**src/rtl/mem_stage_pkg.sv**
```systemverilog
// rtl/mem_stage_pkg.sv - opcodes, size codes, writeback selects and FSM states for mem_stage
package mem_stage_pkg;

  localparam int DATA_W = 32;

  localparam logic [6:0] OP_LOAD  = 7'b0000011;
  localparam logic [6:0] OP_STORE = 7'b0100011;
  localparam logic [6:0] OP_CSR   = 7'b1110011;

  typedef enum logic [1:0] {
    SZ_BYTE = 2'd0,
    SZ_HALF = 2'd1,
    SZ_WORD = 2'd2
  } size_e;

  typedef enum logic [1:0] {
    WB_ALU     = 2'd0,
    WB_LOAD    = 2'd1,
    WB_PC4     = 2'd2,
    WB_ALU_ALT = 2'd3
  } wb_sel_e;

  localparam logic [1:0] ST_IDLE = 2'd0;
  localparam logic [1:0] ST_REQ  = 2'd1;
  localparam logic [1:0] ST_RESP = 2'd2;
  localparam logic [1:0] ST_DONE = 2'd3;

  function automatic logic [DATA_W-1:0] wb_mux(
    input logic [1:0]        sel,
    input logic [DATA_W-1:0] alu,
    input logic [DATA_W-1:0] load,
    input logic [DATA_W-1:0] pc4
  );
    logic [DATA_W-1:0] res;
    case (sel)
      WB_LOAD: res = load;
      WB_PC4:  res = pc4;
      default: res = alu;
    endcase
    return res;
  endfunction

endpackage

```
**src/rtl/mem_stage_load_align.sv**
```systemverilog
// rtl/mem_stage_load_align.sv - load_align: lane-shifts a raw load word and sign/zero-extends it
module load_align
  import mem_stage_pkg::*;
(
  input  logic [1:0]        i_offset,
  input  logic [2:0]        i_funct3,
  input  logic [DATA_W-1:0] i_raw,
  output logic [DATA_W-1:0] o_data
);

  logic [DATA_W-1:0] w_shifted;
  logic              w_byte_sign;
  logic              w_half_sign;

  assign w_shifted   = i_raw >> {i_offset, 3'b000};
  assign w_byte_sign = i_funct3[2] ? 1'b0 : w_shifted[7];
  assign w_half_sign = i_funct3[2] ? 1'b0 : w_shifted[15];

  always_comb begin
    o_data = w_shifted;
    case (i_funct3[1:0])
      SZ_BYTE: o_data = {{24{w_byte_sign}}, w_shifted[7:0]};
      SZ_HALF: o_data = {{16{w_half_sign}}, w_shifted[15:0]};
      default: o_data = w_shifted;
    endcase
  end

endmodule

```
**src/rtl/mem_stage.sv**
```systemverilog
// rtl/mem_stage.sv - memory stage: dmem ready/valid access, store lane alignment, load extension, writeback
// Optional misaligned-access trap: define MEM_MISALIGN_CHECK_EN.
module mem_stage
  import mem_stage_pkg::*;
#(
  parameter int XLEN = DATA_W
) (
  input  logic            i_clk,
  input  logic            i_reset,
  input  logic            i_valid_in,
  input  logic [31:0]     i_instruction,
  input  logic [XLEN-1:0] i_alu_result,
  input  logic [XLEN-1:0] i_store_data,
  input  logic [XLEN-1:0] i_pc,
  input  logic [1:0]      i_wb_select,
  output logic            o_stall,
  output logic            o_dmem_req_valid,
  input  logic            i_dmem_req_ready,
  output logic [XLEN-1:0] o_dmem_addr,
  output logic [XLEN-1:0] o_dmem_wdata,
  output logic [3:0]      o_dmem_wmask,
  input  logic            i_dmem_resp_valid,
  input  logic [XLEN-1:0] i_dmem_resp_data,
  output logic [XLEN-1:0] o_writeback,
  output logic            o_wb_valid,
  output logic [4:0]      o_wb_rd,
  output logic            o_misaligned
);

  logic [1:0]      r_state;
  logic [XLEN-1:0] r_addr;
  logic [XLEN-1:0] r_wdata;
  logic [XLEN-1:0] r_pc4;
  logic [XLEN-1:0] r_wb;
  logic [3:0]      r_wmask;
  logic [2:0]      r_funct3;
  logic [4:0]      r_rd;
  logic [4:0]      r_wb_rd;
  logic [1:0]      r_wb_sel;
  logic            r_is_load;
  logic            r_wb_valid;
  logic            r_misaligned;

  logic [6:0]      w_opcode;
  logic [4:0]      w_rd;
  logic [2:0]      w_funct3;
  logic [1:0]      w_offset;
  logic            w_is_load;
  logic            w_is_store;
  logic            w_is_mem;
  logic            w_misalign;
  logic [3:0]      w_wmask;
  logic [XLEN-1:0] w_wdata;
  logic [XLEN-1:0] w_pc4;
  logic [XLEN-1:0] w_load_data;
  logic            w_unused_bits;

  assign w_opcode      = i_instruction[6:0];
  assign w_rd          = i_instruction[11:7];
  assign w_funct3      = i_instruction[14:12];
  assign w_unused_bits = ^i_instruction[31:15];
  assign w_offset      = i_alu_result[1:0];
  assign w_is_load     = (w_opcode == OP_LOAD);
  assign w_is_store    = (w_opcode == OP_STORE);
  assign w_is_mem      = w_is_load | w_is_store;
  assign w_pc4         = i_pc + XLEN'(4);

  // Lanes shifted past bit 31 fall off the 4-bit mask / 32-bit data.
  always_comb begin
    w_wmask = 4'b1111;
    case (w_funct3[1:0])
      SZ_BYTE: w_wmask = 4'b0001 << w_offset;
      SZ_HALF: w_wmask = 4'b0011 << w_offset;
      default: w_wmask = 4'b1111;
    endcase
  end

  assign w_wdata = i_store_data << {w_offset, 3'b000};

`ifdef MEM_MISALIGN_CHECK_EN
  assign w_misalign = ((w_funct3[1:0] == SZ_HALF) && w_offset[0]) ||
                      (w_funct3[1] && (w_offset != 2'b00));
`else
  assign w_misalign = 1'b0;
`endif

  load_align u_load_align (
    .i_offset (r_addr[1:0]),
    .i_funct3 (r_funct3),
    .i_raw    (i_dmem_resp_data),
    .o_data   (w_load_data)
  );

  always_ff @(posedge i_clk) begin
    if (i_reset) begin
      r_state      <= ST_IDLE;
      r_addr       <= '0;
      r_wdata      <= '0;
      r_pc4        <= '0;
      r_wb         <= '0;
      r_wmask      <= '0;
      r_funct3     <= '0;
      r_rd         <= '0;
      r_wb_rd      <= '0;
      r_wb_sel     <= '0;
      r_is_load    <= 1'b0;
      r_wb_valid   <= 1'b0;
      r_misaligned <= 1'b0;
    end else begin
      r_wb_valid   <= 1'b0;
      r_misaligned <= 1'b0;
      case (r_state)
        ST_IDLE: begin
          if (i_valid_in && w_is_mem) begin
            r_addr    <= i_alu_result;
            r_wdata   <= w_wdata;
            r_wmask   <= w_is_store ? w_wmask : 4'b0000;
            r_funct3  <= w_funct3;
            r_rd      <= w_is_load ? w_rd : 5'd0;
            r_pc4     <= w_pc4;
            r_wb_sel  <= i_wb_select;
            r_is_load <= w_is_load;
            if (w_misalign) begin
              r_state      <= ST_DONE;
              r_wb         <= '0;
              r_wb_rd      <= 5'd0;
              r_wb_valid   <= 1'b1;
              r_misaligned <= 1'b1;
            end else begin
              r_state <= ST_REQ;
            end
          end else if (i_valid_in) begin
            r_wb       <= wb_mux(i_wb_select, i_alu_result, i_alu_result, w_pc4);
            r_wb_rd    <= w_rd;
            r_wb_valid <= 1'b1;
          end
        end
        ST_REQ: begin
          if (i_dmem_req_ready) begin
            if (r_is_load) begin
              r_state <= ST_RESP;
            end else begin
              r_state    <= ST_DONE;
              r_wb       <= '0;
              r_wb_rd    <= 5'd0;
              r_wb_valid <= 1'b1;
            end
          end
        end
        ST_RESP: begin
          if (i_dmem_resp_valid) begin
            r_state    <= ST_DONE;
            r_wb       <= wb_mux(r_wb_sel, r_addr, w_load_data, r_pc4);
            r_wb_rd    <= r_rd;
            r_wb_valid <= 1'b1;
          end
        end
        default: r_state <= ST_IDLE;
      endcase
    end
  end

  // DONE holds stall low so upstream advances past the finished instruction.
  assign o_stall = (r_state == ST_REQ) || (r_state == ST_RESP) ||
                   ((r_state == ST_IDLE) && i_valid_in && w_is_mem);

  assign o_dmem_req_valid = (r_state == ST_REQ);
  assign o_dmem_addr      = {r_addr[XLEN-1:2], 2'b00};
  assign o_dmem_wdata     = r_wdata;
  assign o_dmem_wmask     = r_wmask;
  assign o_writeback      = r_wb;
  assign o_wb_valid       = r_wb_valid;
  assign o_wb_rd          = r_wb_rd;
  assign o_misaligned     = r_misaligned;

endmodule

```
**config.mk**
```make
export PLATFORM = sky130hd
export DESIGN_NAME = mem_stage
export DESIGN_NICKNAME = d
export VERILOG_FILES = /design/src/rtl/mem_stage_pkg.sv /design/src/rtl/mem_stage_load_align.sv /design/src/rtl/mem_stage.sv
export SDC_FILE = /design/constraint.sdc
export NUM_CORES = 1
export LEC_CHECK = 0
export CAP_MARGIN = 20
export CORE_MARGIN = 2
export CORE_UTILIZATION = 51
export CTS_CLUSTER_SIZE = 24
export DETAILED_ROUTE_END_ITERATION = 8
export PLACE_DENSITY = 0.87
export SLEW_MARGIN = 5
export SYNTH_ARGS = -nofsm -noshare
export SYNTH_HDL_FRONTEND = slang
export SYNTH_SLANG_ARGS = --single-unit
```
**constraint.sdc**
```tcl
create_clock -name i_clk -period 6.3 [get_ports i_clk]
set_input_delay 1.26 -clock i_clk [delete_from_list [all_inputs] [get_ports i_clk]]
set_output_delay 1.26 -clock i_clk [all_outputs]
set_load 0.01 [all_outputs]
```
==> results of run 1 <==
==> cell families after synthesis <==
kind of cell	share of synthesized area, %
mux	6.632
other cells	0.04427
flops	35.69
simple gates	22.20
buf+inv	7.755
xor+xnor	2.895
fa+ha+maj	1.034
compound gates	23.75
==> registers in the layout (all words and copies together) (netlist names) <==
signal	cells
r_pc4	32
r_funct3	3
o_dmem_wmask	4
o_writeback	32
r_addr	32
r_wb_sel	2
o_dmem_wdata	32
r_state	2
o_wb_rd	5
o_wb_valid	1
r_rd	5
r_is_load	1
==> power by group through the flow <==
stage	Clock [mW]	Sequential [mW]	Combinational [mW]
6_report	0.958	1.07	0.739
5_1_grt	1.01	1.08	0.793
2_1_floorplan	0	1.12	0.326
3_5_place_dp	0	1.09	0.728
3_3_place_gp	0	1.09	0.717
4_1_cts	0.967	1.07	0.732
==> placed cells by master, fill, tap and decap left out, types with 17 or more instances in the layout <==
cell type	instances
clkdlybuf4s50_1	254
nand2_1	145
nor2_1	144
dfxtp_1	151
nor3_1	45
a211oi_1	76
mux2i_1	49
a21oi_1	96
clkbuf_16	17
o21ai_0	31
nor2b_1	18
nand3_1	25
==> final cells by class <==
class / instances / area, µm² / share of cell area, %
repair buffers: 266 / 2645 / 23.23
flip-flops and latches: 151 / 3023 / 26.55
inverters: 15 / 56.30 / 0.4946
multi-input cells: 817 / 4830 / 42.42
clock buffers: 22 / 484.2 / 4.253
clock inverters: 10 / 71.32 / 0.6264
well taps: 220 / 275.3 / 2.418
==> worst max-delay path: stages <==
cell and delay (ns):
clkdlybuf4s50_1 0.40, nor4_1 0.44, and3_1 0.30, nand3_4 0.36, nand2b_1 0.19, clkdlybuf4s50_1 0.56
==> stage by stage <==
step,setup slack (ns),area (µm²),hold slack [ns],std cells
6_report,1.502,11380,0.4515,1501
5_1_grt,1.363,11380,0.4796,1501
4_1_cts,1.520,11380,0.4534,1501
3_5_place_dp,1.534,10830,0.4468,1469
3_3_place_gp,1.554,10830,0.4385,1469
2_1_floorplan,2.613,8478,0.4322,1105
==> how the worst max path moves through the flow <==
stage	cells after the start	end	slack, ns
floorplan	6	o_stall	2.61
global placement	6	o_stall	1.55
detailed placement	6	o_stall	1.53
CTS	6	o_stall	1.52
global route	6	o_stall	1.36
finish	6	o_stall	1.50
==> layer usage <==
| layer | wire length, µm | share of wire [%] |
|---|---|---|
| met3 | 3044 | 10 |
| met4 | 1476 | 5.1 |
| met2 | 13360 | 46 |
| met5 | 0 | 0 |
| met1 | 11250 | 39 |
==> results.tsv, run 1 <==
stage	metric	value	unit
timing	setup violators final	0	
clock_tree	clk buf depth	2	
grt	pin count of the biggest net entering global routing	107	
power_and_ir_drop	Pwr Density	243.5	nW/µm²
grt	vias in the first global route	8530	
worst_setup_path	Crit Reg-Reg Endpoint	o_writeback[9]	
grt	met3 Track Usage GR	9.310	%
logic_synthesis	synth warn	0	
min_path	worst hold path class	reg -> reg	
die	# IOs	276	
timing	period utilization	76.16	%
power_and_ir_drop	Peak supply drop	0.0001728	V
worst_setup_path	WP data arrival	3.54	ns
die	Die Footprint	17660	µm²
worst_setup_path	startpoint class of the critical path	input port	
logic_synthesis	register bit total from synthesis	151	
finish	ANT cells	0	
route	DRC Markers	0	
route	Detailed Route WL	29130	µm
timing	Slew headroom	21.59	%
worst_setup_path	R2R Path Start	r_addr[1]	
clock_tree	CTS H-tree depth	4	
power_and_ir_drop	share of power burned in registers	38.8	%
grt	met1 Usage GRT	39.29	%
place	hpwl dp	20390	µm
logic_synthesis	count leader, synth	dfxtp_1	
power_and_ir_drop	Leakage	3.862	nW
route	Iteration-0 DRC Markers	875	
timing	RSZ-0062 raised after global routing	false	
clock_tree	Worst-path clk slew	0.06	ns
logic_synthesis	sequential share of the synthesized area	35.69	%
clock_tree	number of buffers created by CTS	17	
grt	grt total ovfl	0	
grt	gr busiest metal	met2	
worst_setup_path	CP Max Fanout	39	
route	Final ANT Viol Nets	0	
finish	Area Overhead vs Synth	34.40	%
timing	Worst Max-Slew Pin Slew	1.167	ns
timing	fin crit period	4.798	ns
finish	Filler cells	1328	
route	WL per Instance	19.41	µm
min_path	critical hold path startpoint	o_dmem_wdata[0]	
logic_synthesis	Mapped Cells	1103	
route	drt pass-1 iters	6	
power_and_ir_drop	NetSw	844.4	µW
logic_synthesis	FFs w/ async S/R, synth	0	%
clock_tree	CTS Hold Buffers Added	0	
clock_tree	Clock Sinks	151	
outcome	outcome	finished, final reports clean	
worst_setup_path	CP startpoint	i_instruction[3]	
worst_setup_path	endpoint class of the critical path	primary output	
clock_tree	clock root buffer master	clkbuf_16	
power_and_ir_drop	Logic pwr share	26.7	%
worst_setup_path	Setup CP Type	in -> out	
finish	layout cells sized above 1	4.684	%
clock_tree	CTS tree	built	
clock_tree	Resize count post-CTS	0	
finish	Util after Layout	69.39	%
logic_synthesis	Synth Cell Area	8471	µm²
clock_tree	worst skew pair latency	0.42	ns
logic_synthesis	synth unique cells	59	
worst_setup_path	worst reg-to-reg setup slack	3.16	ns
power_and_ir_drop	Net Sw Frac	30.46	%
logic_synthesis	syn avg cell area	7.680	µm²
die	row cnt	47	
die	core area	16410	µm²
worst_setup_path	Required @ worst endpoint	5.04	ns
logic_synthesis	ys flop type	dfxtp_1	
grt	total track usage	32.17	%
grt	GRT met2 Usage	51.50	%
die	starting density of the core	51.63	%
grt	initial antenna violation count	0	
min_path	Worst Hold End	o_dmem_wdata[0]	
power_and_ir_drop	internal power	1.928	mW
flow_run	max-cap violations	0	
place	Port Buf Inserts	255	
grt	first-pass GRT wire length	45340	µm
finish	Final #Nets	1442	
route	Via density	6.044	
place	RD Place Congestion	0.9981	
logic_synthesis	synth cell count leaders	151 x dfxtp_1, 145 x nand2_1, 145 x nor2_1, 97 x a21oi_1, 76 x a211oi_1	
power_and_ir_drop	Clock Power Share	34.6	%
timing	Slew Viols, Final	0	
logic_synthesis	synth top area cells	dfxtp_1 36%, a211oi_1 6.7%, nand2_1 6.4%	
die	die width	132.9	µm
timing	clk_skew	0.007589	ns
clock_tree	Post-CTS Repair Setup Buffers	0	
route	vias	9072	
die	Die H	132.9	µm
power_and_ir_drop	Design Power	2.772	mW
min_path	WHS Path Cells	2	
logic_synthesis	top-area cell type share of the netlist area	35.69	%
timing	Setup TNS	0	ns
timing	final hold vios	0	
logic_synthesis	area leader, netlist	dfxtp_1	
worst_setup_path	reg2reg path depth	7	
logic_synthesis	Post-synth EDFFs	0	
timing	Max Clk Rate	208.4	MHz
(Power assumes the default switching activity.)
==> inputs of run 2 (changes only) <==
--- a/config.mk
+++ b/config.mk
@@ -7,10 +7,10 @@
 export LEC_CHECK = 0
 export CAP_MARGIN = 20
 export CORE_MARGIN = 2
-export CORE_UTILIZATION = 51
+export CORE_UTILIZATION = 47
 export CTS_CLUSTER_SIZE = 24
 export DETAILED_ROUTE_END_ITERATION = 8
-export PLACE_DENSITY = 0.87
+export PLACE_DENSITY = 0.81
 export SLEW_MARGIN = 5
 export SYNTH_ARGS = -nofsm -noshare
 export SYNTH_HDL_FRONTEND = slang
==> constraint.sdc (replaced) <==
create_clock -name i_clk -period 4.8 [get_ports i_clk]
set_input_delay 0.96 -clock i_clk [delete_from_list [all_inputs] [get_ports i_clk]]
set_output_delay 0.96 -clock i_clk [all_outputs]
set_load 0.01 [all_outputs]
==> run 2 against run 1 <==
Against the previous run:
- core utilization is 5.0 points lower
- total power is 37% higher
- non-clock buffer count is 4 higher
- cell area is 0.95% higher
- critical endpoint unchanged
- largest power group unchanged
==> results.tsv, run 2 (same netlist as run 1, synthesis figures left out) <==
stage	metric	value	unit	change
min_path	worst hold path class	reg -> reg		
place	worst slack, placed	0.9722	ns	-0.5618 ns
clock_tree	Resize count post-CTS	0		unchanged
clock_tree	worst skew pair latency	0.44	ns	+0.02 ns
die	die width	138.3	µm	+4.0%
timing	RSZ-0062 raised after global routing	false		
timing	setup ws final	0.9759	ns	-0.5262 ns
finish	most common cell after layout, fill and taps aside	clkdlybuf4s50_1		
worst_setup_path	startpoint class of the critical path	input port		
route	vias	8966		-1.2%
timing	final hold vios	0		unchanged
route	WL per Instance	19.52	µm	+0.60%
clock_tree	Post-CTS Repair Setup Buffers	0		unchanged
power_and_ir_drop	Design Power	3.799	mW	+37%
place	hpwl dp	20950	µm	+2.8%
outcome	outcome	finished, final reports clean		
timing	Max Clk Rate	261.5	MHz	
timing	Worst Max-Slew Pin Slew	1.161	ns	-0.006613 ns
timing	Setup TNS	0	ns	unchanged
power_and_ir_drop	Peak supply drop	0.0002460	V	+42%
route	Iteration-0 DRC Markers	789		-9.8%
finish	Post-Layout Inst Area	11490	µm²	+0.95%
die	row cnt	49		+4.3%
flow_run	max-cap violations	0		unchanged
grt	vias in the first global route	8427		-1.2%
timing	Slew headroom	22.04	%	+0.44 points
clock_tree	number of buffers created by CTS	17		unchanged
worst_setup_path	endpoint class of the critical path	primary output		
grt	first-pass GRT wire length	45910	µm	+1.3%
clock_tree	Worst-path clk slew	0.06	ns	about the same
finish	Final #Nets	1446		+0.28%
finish	Area Overhead vs Synth	35.67	%	
clock_tree	clk buf depth	2		unchanged
timing	Fin Hold WS	0.4533	ns	+0.001816 ns
die	starting density of the core	47.48	%	-4.1 points
route	DRC Markers	0		unchanged
clock_tree	CTS tree	built		
finish	commonest cells after routing, fill and taps aside	254 x clkdlybuf4s50_1, 151 x dfxtp_1, 145 x nand2_1		
route	Via density	5.918		-2.1%
route	drt pass-1 iters	5		-1
grt	grt total ovfl	0		unchanged
grt	initial antenna violation count	1		+1
timing	Slew Viols, Final	0		unchanged
timing	setup violators final	0		unchanged
place	Cell Area, Placed	10880	µm²	+0.45%
die	# IOs	276		unchanged
clock_tree	clock root buffer master	clkbuf_16		
worst_setup_path	WP data arrival	2.86	ns	-0.68 ns
timing	fin crit period	3.824	ns	
die	Die Footprint	19110	µm²	+8.3%
timing	clk_skew	0.01166	ns	+0.004071 ns
route	Final ANT Viol Nets	0		unchanged
grt	total track usage	29.86	%	-2.3 points
clock_tree	Clock Sinks	151		unchanged
worst_setup_path	CP Max Fanout	3		-92%
die	core area	17840	µm²	+8.7%
die	Die H	138.3	µm	+4.0%
power_and_ir_drop	Pwr Density	330.6	nW/µm²	+36%
worst_setup_path	Required @ worst endpoint	3.84	ns	-1.20 ns
place	Port Buf Inserts	255		unchanged
power_and_ir_drop	Leakage	3.921	nW	+1.5%
finish	layout cells sized above 1	5.058	%	+0.37 points
clock_tree	CTS Hold Buffers Added	0		unchanged
timing	period utilization	79.67	%	
clock_tree	CTS H-tree depth	4		unchanged
route	Detailed Route WL	29580	µm	+1.5%
worst_setup_path	Setup CP Type	in -> out		
place	RD Place Congestion	0.9482		-5.0%
grt	pin count of the biggest net entering global routing	97		-9.3%
-- run 2: changes by cell type in the layout (fill, tap and decap cells not counted), sizes merged --
cell,previous run,this run
clkbuf,22,18
buf,12,16
inv,16,18
diode,0,1
clkinvlp,4,1
clkinv,5,7
bufinv,0,3
-- run 2: critical path, cell delays in order --
cell	delay, ns
clkdlybuf4s50_1	0.40
nor4_1	0.44
and3_1	0.30
nand3_4	0.11
nand2b_1	0.10
clkdlybuf4s50_1	0.56
-- run 2: final cells by class --
type,instances,area [µm²]
clock buffer,18,439.2
fill,1513,6349
timing repair buffer,270,2675
tap,229,286.5
multi-input combinational,817,4837
clock inverter,14,172.7
inverter,15,56.30
sequential,151,3023
antenna,1,2.502
-- run 2: through the flow --
step | cells | util (%)
detailed placement | 1482 | 60.97
finish | 1515 | 64.42
global placement | 1482 | 60.97
floorplan | 1105 | -
CTS | 1514 | 64.40
global route | 1514 | 64.40
-- run 2: path summary, 6_finish.rpt --
kind	cells past startpoint	to	start	slack, ns
worst max-delay path	6	o_stall	i_instruction[3]	0.98
worst max register to register	7	o_writeback[25]	r_wb_sel[0]	1.69
worst min-delay path	2	o_dmem_wdata[4]	o_dmem_wdata[4]	0.45
worst min register to register	2	o_dmem_wdata[4]	o_dmem_wdata[4]	0.45
-- run 2: routing by layer --
layer	up-vias	track usage, %	wire length [µm]	part of all wire [%]
met2	495	47.16	13350	45
met3	74	9.491	3235	11
met1	4160	37.36	11830	40
li1	4237	-	-	-
met5	-	0	0	0
met4	0	13.69	1162	3.9
-- run 2: power by group --
part | switching (mW) | leakage [nW] | total [mW] | internal [mW]
clock network | 0.574 | 0.302 | 1.41 | 0.837
logic | 0.512 | 2.39 | 0.976 | 0.464
registers | 0.0594 | 1.23 | 1.41 | 1.35
total | 1.15 | 3.92 | 3.80 | 2.65
